$ cat src/rtl/mc_ctrl_pkg.sv
// Shared encodings for the multicycle controller: states, ALU ops, cmds, conditions.
package mc_ctrl_pkg;

   localparam int unsigned STATE_W = 4;
   localparam int unsigned ALUOP_W = 3;

   typedef logic [STATE_W-1:0] state_t;

   // FSM states
   localparam logic [3:0] S_FETCH  = 4'd0;
   localparam logic [3:0] S_DECODE = 4'd1;
   localparam logic [3:0] S_MEMADR = 4'd2;
   localparam logic [3:0] S_MEMRD  = 4'd3;
   localparam logic [3:0] S_MEMWB  = 4'd4;
   localparam logic [3:0] S_MEMWR  = 4'd5;
   localparam logic [3:0] S_EXECR  = 4'd6;
   localparam logic [3:0] S_EXECI  = 4'd7;
   localparam logic [3:0] S_ALUWB  = 4'd8;
   localparam logic [3:0] S_BRANCH = 4'd9;

   // ALU operation encodings (zero-extended onto ALUControl)
   localparam logic [2:0] ALU_ADD = 3'd0;
   localparam logic [2:0] ALU_SUB = 3'd1;
   localparam logic [2:0] ALU_AND = 3'd2;
   localparam logic [2:0] ALU_ORR = 3'd3;
   localparam logic [2:0] ALU_EOR = 3'd4;

   // Data-processing cmd field, Funct[4:1]
   localparam logic [3:0] CMD_AND = 4'b0000;
   localparam logic [3:0] CMD_EOR = 4'b0001;
   localparam logic [3:0] CMD_SUB = 4'b0010;
   localparam logic [3:0] CMD_ADD = 4'b0100;
   localparam logic [3:0] CMD_CMP = 4'b1010;
   localparam logic [3:0] CMD_ORR = 4'b1100;

   // Condition codes
   localparam logic [3:0] COND_EQ = 4'b0000;
   localparam logic [3:0] COND_NE = 4'b0001;
   localparam logic [3:0] COND_CS = 4'b0010;
   localparam logic [3:0] COND_CC = 4'b0011;
   localparam logic [3:0] COND_MI = 4'b0100;
   localparam logic [3:0] COND_PL = 4'b0101;
   localparam logic [3:0] COND_VS = 4'b0110;
   localparam logic [3:0] COND_VC = 4'b0111;
   localparam logic [3:0] COND_HI = 4'b1000;
   localparam logic [3:0] COND_LS = 4'b1001;
   localparam logic [3:0] COND_GE = 4'b1010;
   localparam logic [3:0] COND_LT = 4'b1011;
   localparam logic [3:0] COND_GT = 4'b1100;
   localparam logic [3:0] COND_LE = 4'b1101;
   localparam logic [3:0] COND_AL = 4'b1110;
   localparam logic [3:0] COND_NV = 4'b1111;

   // True for the data-processing commands this controller executes
   function automatic logic cmd_supported(input logic [3:0] cmd);
      case (cmd)
         CMD_AND, CMD_EOR, CMD_SUB, CMD_ADD, CMD_CMP, CMD_ORR: return 1'b1;
         default: return 1'b0;
      endcase
   endfunction

   // Map a data-processing cmd onto its ALU operation
   function automatic logic [ALUOP_W-1:0] cmd_to_alu(input logic [3:0] cmd);
      case (cmd)
         CMD_SUB, CMD_CMP: return ALU_SUB;
         CMD_AND:          return ALU_AND;
         CMD_ORR:          return ALU_ORR;
         CMD_EOR:          return ALU_EOR;
         default:          return ALU_ADD;
      endcase
   endfunction

endpackage

$ cat src/rtl/cond_eval.sv
// Combinational ARM condition-code check against stored {N,Z,C,V}.
module cond_eval
   import mc_ctrl_pkg::*;
(
   input  logic [3:0] cond,
   input  logic [3:0] flags,
   output logic       cond_ex_c
);

   logic n, z, c, v;
   assign {n, z, c, v} = flags;

   // Evaluate condition field
   always_comb begin
      cond_ex_c = 1'b0;
      case (cond)
         COND_EQ: cond_ex_c = z;
         COND_NE: cond_ex_c = ~z;
         COND_CS: cond_ex_c = c;
         COND_CC: cond_ex_c = ~c;
         COND_MI: cond_ex_c = n;
         COND_PL: cond_ex_c = ~n;
         COND_VS: cond_ex_c = v;
         COND_VC: cond_ex_c = ~v;
         COND_HI: cond_ex_c = c & ~z;
         COND_LS: cond_ex_c = ~c | z;
         COND_GE: cond_ex_c = (n == v);
         COND_LT: cond_ex_c = (n != v);
         COND_GT: cond_ex_c = ~z & (n == v);
         COND_LE: cond_ex_c = z | (n != v);
         COND_AL: cond_ex_c = 1'b1;
         COND_NV: cond_ex_c = 1'b0;
         default: cond_ex_c = 1'b0;
      endcase
   end

endmodule

$ cat src/rtl/mc_controller.sv
// Multicycle ARM-subset controller: main FSM, ALU decode, flag and condition state.
module mc_controller
   import mc_ctrl_pkg::*;
#(
   parameter int unsigned ALUCTRL_W = 3
)(
   input  logic                 clk,
   input  logic                 reset,
   input  logic [31:0]          Instr,
   input  logic [3:0]           ALUFlags,
   input  logic                 MemReady,
   output logic                 PCWrite,
   output logic                 IRWrite,
   output logic                 RegWrite,
   output logic                 MemWrite,
   output logic                 AdrSrc,
   output logic                 ALUSrcA,
   output logic [1:0]           ALUSrcB,
   output logic [1:0]           ResultSrc,
   output logic [1:0]           ImmSrc,
   output logic [1:0]           RegSrc,
   output logic [ALUCTRL_W-1:0] ALUControl,
   output logic                 Illegal
);

   state_t             state, next_state;
   logic [3:0]         flags;
   logic               cond_ex_reg;
   logic               cond_ex;

   logic [3:0]         cond;
   logic [1:0]         op;
   logic [5:0]         funct;
   logic [3:0]         cmd;
   logic [3:0]         rd;
   logic               is_cmp, is_arith, legal;
   logic [1:0]         flag_w;
   logic [ALUOP_W-1:0] alu_sel;
   logic               pc_we, ir_we, reg_we, mem_we;
   logic               unused_instr_bits;

   assign cond  = Instr[31:28];
   assign op    = Instr[27:26];
   assign funct = Instr[25:20];
   assign rd    = Instr[15:12];
   assign cmd   = funct[4:1];
   assign unused_instr_bits = ^{Instr[19:16], Instr[11:0]};

   assign ImmSrc = op;
   assign RegSrc = {op == 2'b01, op == 2'b10};

   assign is_cmp   = (cmd == CMD_CMP);
   assign is_arith = (cmd == CMD_ADD) | (cmd == CMD_SUB) | is_cmp;
   assign legal    = (op == 2'b01) | (op == 2'b10) | ((op == 2'b00) & cmd_supported(cmd));

   cond_eval u_cond_eval (
      .cond      (cond),
      .flags     (flags),
      .cond_ex_c (cond_ex)
   );

   // Flag write mask from S bit and operation class
   always_comb begin
      flag_w = 2'b00;
      if (is_cmp)
         flag_w = 2'b11;
      else if (funct[0])
         flag_w = is_arith ? 2'b11 : 2'b10;
   end

   // State register
   always_ff @(posedge clk or posedge reset) begin
      if (reset) state <= S_FETCH;
      else       state <= next_state;
   end

   // Condition latch in DECODE; flags captured at end of an executed data-processing cycle
   always_ff @(posedge clk or posedge reset) begin
      if (reset) begin
         flags       <= 4'b0000;
         cond_ex_reg <= 1'b0;
      end else begin
         if (state == S_DECODE)
            cond_ex_reg <= cond_ex;
         if (((state == S_EXECR) || (state == S_EXECI)) && cond_ex_reg) begin
            if (flag_w[1]) flags[3:2] <= ALUFlags[3:2];
            if (flag_w[0]) flags[1:0] <= ALUFlags[1:0];
         end
      end
   end

   // Next-state and datapath control
   always_comb begin
      next_state = state;
      pc_we      = 1'b0;
      ir_we      = 1'b0;
      reg_we     = 1'b0;
      mem_we     = 1'b0;
      AdrSrc     = 1'b0;
      ALUSrcA    = 1'b0;
      ALUSrcB    = 2'b00;
      ResultSrc  = 2'b00;
      alu_sel    = ALU_ADD;
      Illegal    = 1'b0;
      case (state)
         S_FETCH: begin
            ALUSrcA   = 1'b1;
            ALUSrcB   = 2'b10;
            ResultSrc = 2'b10;
            if (MemReady) begin
               pc_we      = 1'b1;
               ir_we      = 1'b1;
               next_state = S_DECODE;
            end
         end
         S_DECODE: begin
            ALUSrcA   = 1'b1;
            ALUSrcB   = 2'b10;
            ResultSrc = 2'b10;
            if (!legal) begin
               Illegal    = 1'b1;
               next_state = S_FETCH;
            end else if (op == 2'b01)
               next_state = S_MEMADR;
            else if (op == 2'b10)
               next_state = S_BRANCH;
            else
               next_state = funct[5] ? S_EXECI : S_EXECR;
         end
         S_MEMADR: begin
            ALUSrcB    = 2'b01;
            next_state = funct[0] ? S_MEMRD : S_MEMWR;
         end
         S_MEMRD: begin
            AdrSrc = 1'b1;
            if (MemReady) next_state = S_MEMWB;
         end
         S_MEMWB: begin
            ResultSrc  = 2'b01;
            reg_we     = cond_ex_reg;
            next_state = S_FETCH;
         end
         S_MEMWR: begin
            AdrSrc = 1'b1;
            mem_we = cond_ex_reg;
            if (MemReady) next_state = S_FETCH;
         end
         S_EXECR: begin
            alu_sel    = cmd_to_alu(cmd);
            next_state = S_ALUWB;
         end
         S_EXECI: begin
            ALUSrcB    = 2'b01;
            alu_sel    = cmd_to_alu(cmd);
            next_state = S_ALUWB;
         end
         S_ALUWB: begin
            if (rd == 4'd15) pc_we  = cond_ex_reg & ~is_cmp;
            else             reg_we = cond_ex_reg & ~is_cmp;
            next_state = S_FETCH;
         end
         S_BRANCH: begin
            ALUSrcB    = 2'b01;
            ResultSrc  = 2'b10;
            pc_we      = cond_ex_reg;
            next_state = S_FETCH;
         end
         default: next_state = S_FETCH;
      endcase
   end

   assign ALUControl = ALUCTRL_W'(alu_sel);

   // Write enables are suppressed for as long as reset is held
   assign PCWrite  = pc_we  & ~reset;
   assign IRWrite  = ir_we  & ~reset;
   assign RegWrite = reg_we & ~reset;
   assign MemWrite = mem_we & ~reset;

endmodule
$ cat config.mk
export PLATFORM = sky130hd
export DESIGN_NAME = mc_controller
export DESIGN_NICKNAME = d
export VERILOG_FILES = /design/src/rtl/mc_ctrl_pkg.sv /design/src/rtl/cond_eval.sv /design/src/rtl/mc_controller.sv
export SDC_FILE = /design/constraint.sdc
export NUM_CORES = 1
export LEC_CHECK = 0
export ABC_AREA = 1
export ABC_CLOCK_PERIOD_IN_PS = 4000
export CAP_MARGIN = 20
export CORE_MARGIN = 8
export CORE_UTILIZATION = 40
export CTS_BUF_LIST = sky130_fd_sc_hd__clkbuf_4
export DETAILED_ROUTE_END_ITERATION = 7
export PLACE_DENSITY = 0.82
export SYNTH_ARGS = -nofsm -noshare
export SYNTH_HDL_FRONTEND = slang
export SYNTH_SLANG_ARGS = --single-unit
$ cat constraint.sdc
create_clock -name clk -period 4 [get_ports clk]
set_input_delay 0.8 -clock clk [delete_from_list [all_inputs] [get_ports clk]]
set_output_delay 0.8 -clock clk [all_outputs]
set_load 0.005 [all_outputs]
### Yosys cells after proc, flatten, opt, wreduce, memory -nomap -nowiden

Cells that the tools add are included.

| word-level totals | value |
|---|---|
| register bits | 9 |
| bits of input ports | 39 |
| output and inout bits | 18 |

| operators by class | value |
|---|---|
| eq/ne operators | 37 |
| muxes and demuxes | 29 |
| bitwise logic cells | 20 |
| reduce and logical (&&, ||, !) cells | 16 |

Operator list:

| cell | number |
|---|---|
| == test 4 bit (second input constant) | 13 |
| == test 4 x 3 -> 1 bit (second input constant) | 9 |
| two-way mux 4 bit | 6 |
| one-hot mux 4 bit (6 select lines) | 1 |
| == test 4 x 2 -> 1 bit (second input constant) | 5 |
| one-hot mux 1 bit (16 select lines) | 1 |
| == test 4 x 1 -> 1 bit (second input constant) | 3 |
| logical NOT 4 bit | 3 |
| two-way mux 1 bit | 12 |
| one-hot mux 3 bit (4 select lines) | 1 |
| AND 1 bit | 8 |
| one-hot mux 2 bit (2 select lines) | 2 |
| OR reduction 2 bit | 4 |
| two-way mux 3 bit | 2 |
| inequality test 2 bit (second input constant) | 3 |
| NOT 1 bit | 6 |
| bitwise OR 1 bit | 6 |
| OR reduction 3 bit | 2 |
| OR reduction 6 bit | 1 |
| two-way mux 2 bit | 2 |
| AND reduction 2 bit | 2 |
| one-hot mux 1 bit (3 select lines) | 1 |
| AND reduction 3 bit | 1 |
| == test 2 x 1 -> 1 bit (second input constant) | 1 |
| other kinds (7) | 7 |

### Logic depth before layout (Yosys ltp)

| depth | value |
|---|---|
| depth in word-level cells | 7 |
| mapped depth | 11 |

### By module

A second synthesis with hierarchy kept.

| unflattened totals | value |
|---|---|
| cell total of the unflattened synthesis | 181 |
| area total of the unflattened synthesis | 1046.0 um^2 |

By module, submodules not included:

| module | instances | cells each | area each (um^2) |
|---|---|---|---|
| mc_controller | 1 | 136 | 840.8 |
| cond_eval | 1 | 45 | 205.2 |

### Worst setup path before layout

No wires, ideal clock.

| timing path | value |
|---|---|
| path type | input to output |
| start point | input port Instr[23] |
| end point | output port Illegal |
| arrival | 1.413 ns |
| setup slack | 1.787 ns |
| cell stages on the path | 6 |
| path buffers | 0 |
| cells stage by stage | inv_1 -> nand3_1 -> nand2_1 -> o21ai_0 -> nand2_1 -> nor2_1 |

| between the ends | value |
|---|---|
| longest elaborated chain between the ends | 7 |
| elaborated cells between the ends (all ways) | 12 |
| classes of those cells | eq/ne (5); mux (3); bitwise (2); reduce/logical (2) |

RTL lines:

| element | RTL line | RTL |
|---|---|---|
| from (decl) | mc_controller.sv:9 | `input logic [31:0] Instr,` |
| == test 4 bit, or another cell as far along | mc_ctrl_pkg.sv:56 | `case (cmd)` |
| OR reduction 6 bit * | mc_ctrl_pkg.sv:56 |  |
| two-way mux 1 bit * | mc_ctrl_pkg.sv:56 |  |
| AND 1 bit * | mc_controller.sv:54 | `assign legal = (op == 2'b01) \| (op == 2'b10) \| ((op == 2'b00) & cmd_supported(cmd));` |
| bitwise OR 1 bit * | mc_controller.sv:54 |  |
| two-way mux 1 bit * | mc_controller.sv:120 | `if (!legal) begin` |
| two-way mux 1 bit * | mc_controller.sv:105 | `case (state)` |
| to (decl) | mc_controller.sv:23 | `output logic Illegal` |

Every way passes the cells marked *; elsewhere a longest branch is shown, timed or not.

### Worst setup path after layout

Ends and elaborated chain as after synthesis.

==> flow_summary.ini <==
[setup_path]
cp_data_arrival_time_ps = 2600
r2r_start = state[3]
worstSetupPathType = in -> out
r2r-end = flags[0]
crit_fanout = 4
r2r_slack_ps = 2530
worst_setup_path_end_kind = output port
reg2regPathDepth = 7
startpoint_type = input pin
critPathRequiredTime_ps = 3200

[die]
initial_core_util_pct = 42.3
die_area_um2 = 4170
boundaryPins = 57
core_area_um2 = 2230
die_h_um = 64.6
die-width_um = 64.6
rows = 17

[synth]
avgSynthCellArea_um2 = 5.73
ys_warn_count = 0
yosys_register_bits = 9
synth.net_count = 208
yosysUniqueCellTypes = 22
syn-cell-area_um2 = 945
post-synth-top-area-fraction_pct = 23.8
ys_top_cells_by_area = dfrtp_1 24%, nand2_1 19%, inv_1 12%
yosysTopAreaCell = dfrtp_1
syn_inst = 165
yosysSeqAreaShare_pct = 23.8

[pwr]
switchingPower_mw = 0.279
intPower_mw = 0.367
power.density_nw_per_um2 = 465
seqPwrFrac_pct = 24.1
switching_share_pct = 43.2
p_clk_share_pct = 11.8
leakage_nw = 0.700
ir_drop_uv = 326
p_comb_share_pct = 64.1

[clock_network]
cts_tree = yes
clk_latency_ps = 260
post_cts_resized = 0
cts_buffers = 3
post_cts_buffers = 0
cts_num_sinks = 9
cts.reportedPaths.clkPinSlew_ps = 60
cts_hold_buf = 0
clockBufferDepth = 2
htree_levels = 1
clockRootBuffer = clkbuf_4

[place]
io_buffer_count = 40
dpl_cell_area_um2 = 1360
place.gp.congestion = 0.849
dpl.hpwl_mm = 2.12

[finish]
final_cell_mix = 49 x nand2_1, 40 x clkdlybuf4s50_1, 29 x inv_1
final_common_cell = nand2_1
fin_area_um2 = 1390
diodes = 0
drive_above_1_share_pct = 5.34
nets = 250
syn_to_final_growth_pct = 47.2

[global_route]
grt_pass1_wl_mm = 4.50
grt_pass1_vias = 1102
grt_util_all_layers_pct = 12.8
overflow = 0
antenna_found_initial = 0
grt_start_max_net_pins = 10

[timing]
report.final.slew_viol_count = 0
skew_ps = 0.940
slew_headroom_pct = 76.8
rsz0062_at_grt = no
final.min_clock_period_ps = 3400
worst_pin_slew_ps = 348
tns_ps = 0
fmax_mhz = 295
setup_viol = 0
hold_viol = 0
fin_crit_sh_pct = 84.9

[drt]
drtAntennaViolNets = 0
avgViaCountPerCell = 4.74
top_layer_used = met4
firstDrtPassIters = 4
wire_per_inst_um = 10.6
wirelength_mm = 2.47
met1_length_mm = 1.09
num_vias = 1108
drtIter0Drc = 48
route.met2.wl_mm = 1.09
wl_met3_um = 235
drcViolationCount = 0

[outcome]
run_status = completed

[flow_run]
max_cap_viol_count = 0

[min_path]
hp-start = cond_ex_reg
hold_class = reg -> reg
worstHoldPathCells = 2
whs_endpoint = cond_ex_reg
-- worst max-delay path, cell delays in order --
cell	delay, ps
clkdlybuf4s50_1	520
inv_1	70
nand3_1	130
nand2_1	100
o21ai_0	240
nand2_1	120
nor2_1	110
clkdlybuf4s50_1	510
-- power by group through the flow --
stage / clock (mW) / combinational, mW / sequential (mW)
after global routing: 0.0831 / 0.482 / 0.161
after global placement: 0 / 0.412 / 0.156
after detailed placement: 0 / 0.418 / 0.156
after CTS: 0.0798 / 0.420 / 0.155
final: 0.0764 / 0.414 / 0.155
after floorplan: 0 / 0.262 / 0.144
-- stage by stage --
step           cells  worst slack, ps  total power [mW]  utilization (%)  hold WS [ps]
3_3_place_gp     230              632             0.567             60.9           536
5_1_grt          234              486             0.726             62.2           611
4_1_cts          234              592             0.655             62.2           568
6_report         234              605             0.646             62.2           562
2_1_floorplan    165             1790             0.405                -           517
3_5_place_dp     230              588             0.574             60.9           559
-- synthesized netlist by cell type (all sizes together) --
cell / n
buf: 2
or2: 2
nor2: 26
nand2: 50
clkbuf: 1
nand3b: 1
o21ai: 11
dfrtp: 9
nand4: 2
ha: 4
a21oi: 8
o311ai: 1
o221ai: 1
inv: 32
nand3: 10
nor3: 5
-- how the worst max path moves through the flow --
| stage | start | endpoint | slack, ps | cells after the start |
|---|---|---|---|---|
| after floorplan | Instr[23] | Illegal | 1790 | 6 |
| after CTS | Instr[23] | Illegal | 590 | 8 |
| after global placement | Instr[23] | Illegal | 630 | 8 |
| final | Instr[23] | Illegal | 600 | 8 |
| after global routing | Instr[23] | Illegal | 490 | 8 |
| after detailed placement | Instr[23] | Illegal | 590 | 8 |
-- area by class of cell --
type / instances / area [um2]
clock buffers: 4 / 30.0
fillers: 212 / 843
inverters: 32 / 120
multi-input cells: 121 / 579
flip-flops and latches: 9 / 225
well taps: 28 / 35.0
repair buffers: 40 / 400
-- cell families (layout without fill, tap and decap cells) --
logic type / count (synthesis) / in the layout / synth area share [%]
simple gates: 96 / 96 / 44.1
buf+inv: 35 / 76 / 14.8
compound gates: 21 / 21 / 11.9
flops: 9 / 9 / 23.8
fa+ha+maj: 4 / 4 / 5.30
-- routing by layer --
| layer | vias to the layer above | track usage (%) |
|---|---|---|
| li1 | 593 | - |
| met1 | 475 | 14.1 |
| met2 | 34 | 20.4 |
| met3 | 6 | 4.98 |
| met4 | 0 | 7.90 |
| met5 | - | 0 |
No activity file was read; power rests on OpenSTA's default activity.
